[src/rtl/riscv_mem_arbiter_pkg.sv]
// Shared types and constants for the IF/MM unified-memory arbiter.
// Imported by riscv_mem_arbiter; XLEN is the core data width.
package riscv_mem_arbiter_pkg;

    localparam int XLEN         = 32;
    localparam int STRB_W       = XLEN / 8;
    localparam int STARVE_CNT_W = 4;

    typedef enum logic [1:0] {
        ARB_IDLE    = 2'b00,
        ARB_BUSY_IF = 2'b01,
        ARB_BUSY_MM = 2'b10,
        ARB_DONE    = 2'b11
    } arb_state_e;

    // One memory command exactly as presented on the o_arb_mem_* fields.
    typedef struct packed {
        logic              wr_en;
        logic [STRB_W-1:0] strb;
        logic [XLEN-1:0]   addr;
        logic [XLEN-1:0]   wr_data;
    } mem_cmd_t;

    // Instruction fetches are always full-word reads.
    function automatic mem_cmd_t fetch_cmd(input logic [XLEN-1:0] addr);
        mem_cmd_t cmd;
        cmd.wr_en   = 1'b0;
        cmd.strb    = '1;
        cmd.addr    = addr;
        cmd.wr_data = '0;
        return cmd;
    endfunction

endpackage

[src/rtl/riscv_mem_arbiter.sv]
// Arbitrates one single-port memory between instruction fetch (IF) and load/store (MM).
// MM has fixed priority, but IF is forced through after STARVE_MAX consecutive MM grants.
module riscv_mem_arbiter
    import riscv_mem_arbiter_pkg::*;
#(
    parameter int STARVE_MAX = 4
) (
    input  logic            i_clk,
    input  logic            i_rst,

    input  logic            i_arb_if_req,
    input  logic [XLEN-1:0] i_arb_if_addr,
    output logic            o_arb_if_ready,
    output logic [XLEN-1:0] o_arb_if_instr,

    input  logic            i_arb_mm_req,
    input  logic            i_arb_mm_wr_en,
    input  logic [3:0]      i_arb_mm_strb,
    input  logic [XLEN-1:0] i_arb_mm_addr,
    input  logic [XLEN-1:0] i_arb_mm_wr_data,
    output logic            o_arb_mm_ready,
    output logic [XLEN-1:0] o_arb_mm_rd_data,

    output logic            o_arb_mem_req,
    output logic            o_arb_mem_wr_en,
    output logic [3:0]      o_arb_mem_strb,
    output logic [XLEN-1:0] o_arb_mem_addr,
    output logic [XLEN-1:0] o_arb_mem_wr_data,
    input  logic [XLEN-1:0] i_arb_mem_rd_data,
    input  logic            i_arb_mem_ack
);

    localparam logic [STARVE_CNT_W-1:0] STARVE_LIMIT = STARVE_CNT_W'(STARVE_MAX);

    arb_state_e              state;
    arb_state_e              state_next;
    logic [STARVE_CNT_W-1:0] starve_cnt;
    mem_cmd_t                cmd_q;
    logic                    grant_mm_q;

    logic starve_hit;
    logic pick_mm;
    logic pick_if;

    // Grant decision, only acted upon while IDLE.
    assign starve_hit = i_arb_if_req && (starve_cnt == STARVE_LIMIT);
    assign pick_mm    = i_arb_mm_req && !starve_hit;
    assign pick_if    = i_arb_if_req && !pick_mm;

    // NOTE: sequential state uses non-blocking assignments so every register samples pre-edge values.
    always_ff @(posedge i_clk) begin
        if (i_rst) begin
            state <= ARB_IDLE;
        end else begin
            state <= state_next;
        end
    end

    // NOTE: state_next gets a default first so no path through the case leaves it unassigned (no latch).
    always_comb begin
        state_next = state;
        case (state)
            ARB_IDLE: begin
                if (pick_mm) begin
                    state_next = ARB_BUSY_MM;
                end else if (pick_if) begin
                    state_next = ARB_BUSY_IF;
                end
            end
            ARB_BUSY_IF,
            ARB_BUSY_MM: begin
                if (i_arb_mem_ack) begin
                    state_next = ARB_DONE;
                end
            end
            ARB_DONE: state_next = ARB_IDLE;
            default:  state_next = ARB_IDLE;
        endcase
    end

    // Outputs decode straight from registers, so the memory side sees glitch-free, stable fields.
    always_comb begin
        o_arb_mem_req     = 1'b0;
        o_arb_mem_wr_en   = 1'b0;
        o_arb_mem_strb    = '0;
        o_arb_mem_addr    = '0;
        o_arb_mem_wr_data = '0;
        o_arb_if_ready    = 1'b0;
        o_arb_mm_ready    = 1'b0;
        case (state)
            ARB_BUSY_IF,
            ARB_BUSY_MM: begin
                o_arb_mem_req     = 1'b1;
                o_arb_mem_wr_en   = cmd_q.wr_en;
                o_arb_mem_strb    = cmd_q.strb;
                o_arb_mem_addr    = cmd_q.addr;
                o_arb_mem_wr_data = cmd_q.wr_data;
            end
            ARB_DONE: begin
                o_arb_if_ready = !grant_mm_q;
                o_arb_mm_ready = grant_mm_q;
            end
            default: ;
        endcase
    end

    // NOTE: the command latch has no reset: it is only observed in BUSY/DONE, which a fresh grant always precedes.
    always_ff @(posedge i_clk) begin
        if (state == ARB_IDLE) begin
            if (pick_mm) begin
                cmd_q <= '{wr_en:   i_arb_mm_wr_en,
                           strb:    i_arb_mm_strb,
                           addr:    i_arb_mm_addr,
                           wr_data: i_arb_mm_wr_data};
                grant_mm_q <= 1'b1;
            end else if (pick_if) begin
                cmd_q      <= fetch_cmd(i_arb_if_addr);
                grant_mm_q <= 1'b0;
            end
        end
    end

    // An MM grant with IF waiting cannot happen at the limit, so +1 saturates by construction.
    always_ff @(posedge i_clk) begin
        if (i_rst) begin
            starve_cnt <= '0;
        end else if (state == ARB_IDLE) begin
            if (pick_mm && i_arb_if_req) begin
                starve_cnt <= starve_cnt + 1'b1;
            end else if (pick_if) begin
                starve_cnt <= '0;
            end
        end
    end

    // Read data is held for the core between completions; stores never disturb the load result.
    always_ff @(posedge i_clk) begin
        if (i_rst) begin
            o_arb_if_instr   <= '0;
            o_arb_mm_rd_data <= '0;
        end else if (i_arb_mem_ack) begin
            if (state == ARB_BUSY_IF) begin
                o_arb_if_instr <= i_arb_mem_rd_data;
            end
            if ((state == ARB_BUSY_MM) && !cmd_q.wr_en) begin
                o_arb_mm_rd_data <= i_arb_mem_rd_data;
            end
        end
    end

endmodule
[config.mk]
export PLATFORM = sky130hd
export DESIGN_NAME = riscv_mem_arbiter
export DESIGN_NICKNAME = d
export VERILOG_FILES = /design/src/rtl/riscv_mem_arbiter_pkg.sv /design/src/rtl/riscv_mem_arbiter.sv
export SDC_FILE = /design/constraint.sdc
export NUM_CORES = 1
export LEC_CHECK = 0
export ABC_AREA = 0
export CAP_MARGIN = 20
export CORE_ASPECT_RATIO = 0.9
export CORE_MARGIN = 8
export CORE_UTILIZATION = 41
export DETAILED_ROUTE_END_ITERATION = 8
export PLACE_DENSITY = 0.8
export SLEW_MARGIN = 0
export SYNTH_ARGS = -nofsm -noshare
export SYNTH_HDL_FRONTEND = slang
export SYNTH_SLANG_ARGS = --single-unit
[constraint.sdc]
create_clock -name i_clk -period 5.2 [get_ports i_clk]
set_input_delay 0.52 -clock i_clk [delete_from_list [all_inputs] [get_ports i_clk]]
set_output_delay 0.52 -clock i_clk [all_outputs]
set_load 0.05 [all_outputs]
======== Word-level counts from Yosys, hierarchy flattened ========
Cells that the tools add are included.
word-level totals
  register bits ........................... 140
  latch bits .............................. 0
  bits in writable memories ............... 0
  ROM bits ................................ 0
  bits of input ports ..................... 138
  output and inout port bits .............. 136
  logic and storage cells ................. 50
  memories ................................ 0
operators by class
  add/sub/neg operators ................... 1
  multipliers ............................. 0
  divide/modulo/power cells ............... 0
  order comparisons ....................... 0
  equality and inequality tests ........... 6
  shift-type cells ........................ 0
  mux-type cells .......................... 16
  bitwise operators ....................... 0
  reductions and logical operators ........ 18
operators by type and width
  operator                                                                number
  69-bit two-way mux                                                      2
  32-bit two-way mux                                                      2
  4-bit two-way mux                                                       3
  2-bit AND reduction                                                     5
  2-bit two-way mux                                                       3
  2-bit one-hot mux with 3 select lines                                   1
  1-bit logical AND                                                       5
  1-bit two-way mux                                                       5
  4-bit by 1-bit adder with 4-bit output (second input constant)          1
  2-bit equality test (second input constant)                             2
  4-bit by 3-bit equality test with 1-bit output (second input constant)  1
  1-bit logical NOT                                                       4
  2-bit nonzero test                                                      2
  3-bit inequality test (second input constant)                           1
  2-bit by 1-bit equality test with 1-bit output (second input constant)  1
  2-bit logical NOT                                                       1
  2-bit inequality test (second input constant)                           1
  2-bit OR reduction                                                      1

======== Logic depth before layout (Yosys ltp) ========
  depth in word-level cells ............... 9
  gate-level depth with buffers ........... 7
  depth with buffers taken out ............ 6

======== Least setup slack after synthesis ========
Ideal clock, no wire load.
  path kind ............................... reg2reg
  from .................................... register state[0]
  to ...................................... register cmd_q[0] (netlist bit), enable pin
  setup time .............................. 0.506 ns
  data arrival time ....................... 3.762 ns
  data required time ...................... 4.694 ns
  path slack .............................. 0.932 ns
  cell stages (with the launch flop) ...... 4
  cells stage by stage .................... dfxtp_1 > inv_1 > ha_1 > nor2b_1
on the way
  longest elaborated chain between the ends .. 2
ends and longest elaborated chain
  element                        line                      RTL
  start: declaration             riscv_mem_arbiter.sv:35   arb_state_e state;
  start signal: assignment       riscv_mem_arbiter.sv:55   state <= state_next;
  2-bit logical NOT              riscv_mem_arbiter.sv:109  if (state == ARB_IDLE) begin
  2-bit AND reduction (no line)  --
  end signal: assignment         riscv_mem_arbiter.sv:111  cmd_q <= '{wr_en: i_arb_mm_wr_en,
  end signal: assignment         riscv_mem_arbiter.sv:117  cmd_q <= fetch_cmd(i_arb_if_addr);
  end: declaration               riscv_mem_arbiter.sv:38   mem_cmd_t cmd_q;
No other way between the ends.
A chain may end at the register's enable or synchronous reset.

======== Worst setup path after layout ========
  from .................................... register state[1]
  to ...................................... output port o_arb_mem_addr[11]
on the way
  longest elaborated chain between the ends .. 3
  elaborated cells on any way between the ends .. 4
ends and longest elaborated chain
  element                                                                                line                     RTL
  2-bit by 1-bit equality test with 1-bit output or 2-bit equality test (tied branches)  riscv_mem_arbiter.sv:90  case (state)
  2-bit OR reduction (*)                                                                 riscv_mem_arbiter.sv:90
  32-bit two-way mux (*)                                                                 riscv_mem_arbiter.sv:90
  end: declaration                                                                       riscv_mem_arbiter.sv:27  output logic [XLEN-1:0] o_arb_mem_addr,
Every way passes the cells marked *; elsewhere a longest branch is shown, timed or not.

==> metrics.txt <==
CTS buffer count=17; port bufs=273; critical path's slowest cell=clkdlybuf4s50_1; Seq cells post-synth=140; clock sink count=140; CP max FO=40; first-pass iteration count of the detailed router=5; Clk Latency, worst-skew pair=0.41 ns; share of layout cells above drive strength 1=9.736%; fraction of registers with async set/reset=0%; initial antenna violation count=0; H-tree levels=4; crit path capture type=output port; tightest hold margin=0.4545 ns; Data required, critical path=4.68 ns; initial DRC count=270; Critical Setup Path Class=reg2out; status=finished, final reports clean; Die Y=129.5 microns; vias in the first global route=5,201; Resized cells post-CTS=0; fmax=274.3 MHz; DP Cell Count=990; Max VDD drop=0.0004207 V; pin count of the biggest net entering global routing=71; final hold viol count=0; Seq/Total Area, Yosys=59.68%; Non-Filler Instances=1,025; Mapped Cells=560; clock-pin transition on the worst setup and hold timing paths=0.06 ns; Detail Route Antenna Nets=0; Die Width=142.1 microns; ant diodes=0; Post-Syn Area per Cell=10.48 sq um; total routed wirelength=17,560 microns; crit start category=flop; Vias=5,006; DR vias/cell=4.884; Post-Syn Area=0.005871 sq mm; GPL Wtd Cong=0.7888; root buf cell=clkbuf_16; clk buf depth=2; Post-synth EDFFs=70; Sum Neg Setup Slack=0 ns; drc violations=0; Starting Density=41.92%; CTS tree=done; nets@finish=963; worst-margin pin slew=0.8961 ns; Synth cell types=35; CP peak stage delay=0.82 ns; Final min period=3.645 ns; power per cell area=586.6 mW/mm^2; IO Pins=274; Max Cap Violations=0; r2r setup slk=2.52 ns; die area=0.01841 sq mm; WL/cell=17.13 microns; Core Area=0.01400 sq mm; first-pass GRT wire length=27,040 microns; Top FF cell, synth=edfxtp_1; synthesized net count=704; Tcrit/Tclk final=70.10%; CP cell instances=inv_1, ha_1, buf_4, and2_1, clkdlybuf4s50_1; floorplan row count=41; GRT Residual Overflow=0; Slew Viols, Final=0; synth-to-layout area growth=59.25%; Ys Warns=0; crit path DAT=3.13 ns; RSZ-0062 raised after global routing=no; post-CTS setup buffers=0; global-route usage over all layers=18.80%; Static Leak=3.438 nW; Fin Clk Skew=0.007688 ns; Hold-fix buffers, CTS=0; Post-DP HPWL=12,860 microns; final setup fails=0; Rel. slew slack=40.26%; Hold Crit Class=reg2reg
==> final timing paths <==
| path | from | to | depth (start not counted) |
|---|---|---|---|
| setup reg to reg | starve_cnt[0] | cmd_q[40] | 5 |
| setup / recovery | state[1] | o_arb_mem_addr[11] | 5 |
| hold / removal | o_arb_if_instr[22] | o_arb_if_instr[22] | 2 |
| hold reg to reg | o_arb_if_instr[22] | o_arb_if_instr[22] | 2 |
==> flip-flops by register name, summed over array words and instances (netlist names) <==
name / count
cmd_q: 69
grant_mm_q: 1
o_arb_if_instr: 32
o_arb_mm_rd_data: 32
starve_cnt: 4
state: 2
==> logic make-up (layout without fill, tap and decap cells) <==
logic type                 Yosys count  after routing  share of synthesized area, %
AOI/OAI and AO/OA                   74             74                         6.714
and+or+nand+nor                    261            261                         22.53
buffers and inverters               47            319                         3.666
DFF                                140            140                         59.68
adders and majority gates            6              6                         1.279
muxes                               32             32                         6.138
==> synth_stat cells, types with 2 or more instances <==
cell type / count / area share [%]
buf_6: 3 / 0.58
a21oi_1: 66 / 5.6
nand4_1: 3 / 0.32
and3_1: 33 / 3.5
nand2b_1: 4 / 0.43
edfxtp_1: 70 / 36
clkbuf_1: 25 / 1.6
nand3_1: 2 / 0.17
and2_1: 71 / 7.6
buf_2: 10 / 0.85
nand2_1: 132 / 8.4
o21ai_0: 2 / 0.17
dfxtp_1: 70 / 24
mux2_2: 32 / 6.1
ha_1: 6 / 1.3
nand4b_1: 2 / 0.30
buf_1: 2 / 0.13
nor2_1: 3 / 0.19
nor2b_1: 3 / 0.32
inv_1: 5 / 0.32
a21boi_0: 2 / 0.26
==> per-layer routing <==
metal,global-route usage (%),part of all wire (%)
met1,19.94,37
met2,33.18,52
met3,6.434,7.9
met4,8.833,2.5
met5,0,0
==> cell type report <==
cell class                      instances  area (sq um)
Multi-Input combinational cell        373          2160
Fill cell                            1064          4656
Timing Repair Buffer                  281          2848
Sequential cell                       140          3503
Clock inverter                         14         135.1
Inverter                                6         22.52
Tap cell                              193         241.5
Clock buffer                           18         439.2
==> report_power, final <==
part           internal (mW)  switching (mW)
Combinational          0.910            1.85
Clock                  0.681           0.478
Sequential              1.48          0.0805
Total                   3.08            2.41
==> through the flow <==
stage / utilization, % / total power [mW] / worst slack, ns / cell area (sq um)
after global routing: 66.76 / 5.733 / 1.281 / 9349
after detailed placement: 62.07 / 4.334 / 1.902 / 8692
final: 66.76 / 5.484 / 1.555 / 9349
after CTS: 66.17 / 5.516 / 1.476 / 9266
after floorplan: - / 3.393 / 0.9323 / 5871
after global placement: 62.07 / 4.293 / 1.967 / 8692
==> critical path, delay by kind of cell (launching register included) <==
kind | cells | cell delay (ns)
and+or+nand+nor | 1 | 0.20
buffers and inverters | 3 | 1.34
DFF | 1 | 0.37
adders and majority gates | 1 | 0.79
==> layout by cell type, fill, tap and decap left out, types with 2 or more instances in the layout <==
| cell type | n |
|---|---|
| a21boi_0 | 2 |
| a21oi_1 | 66 |
| and2_1 | 71 |
| and3_1 | 33 |
| buf_16 | 3 |
| buf_4 | 5 |
| clkbuf_16 | 17 |
| clkdlybuf4s50_1 | 272 |
| clkinv_4 | 5 |
| dfxtp_1 | 70 |
| edfxtp_1 | 70 |
| ha_1 | 6 |
| inv_1 | 5 |
| inv_4 | 3 |
| inv_6 | 3 |
| mux2_2 | 32 |
| nand2_1 | 132 |
| nand2b_1 | 4 |
| nand3_1 | 2 |
| nand4_1 | 3 |
| nand4b_1 | 2 |
| nor2_1 | 3 |
| nor2b_1 | 2 |
| o21ai_0 | 2 |
Power figures use the tool's default switching activity.
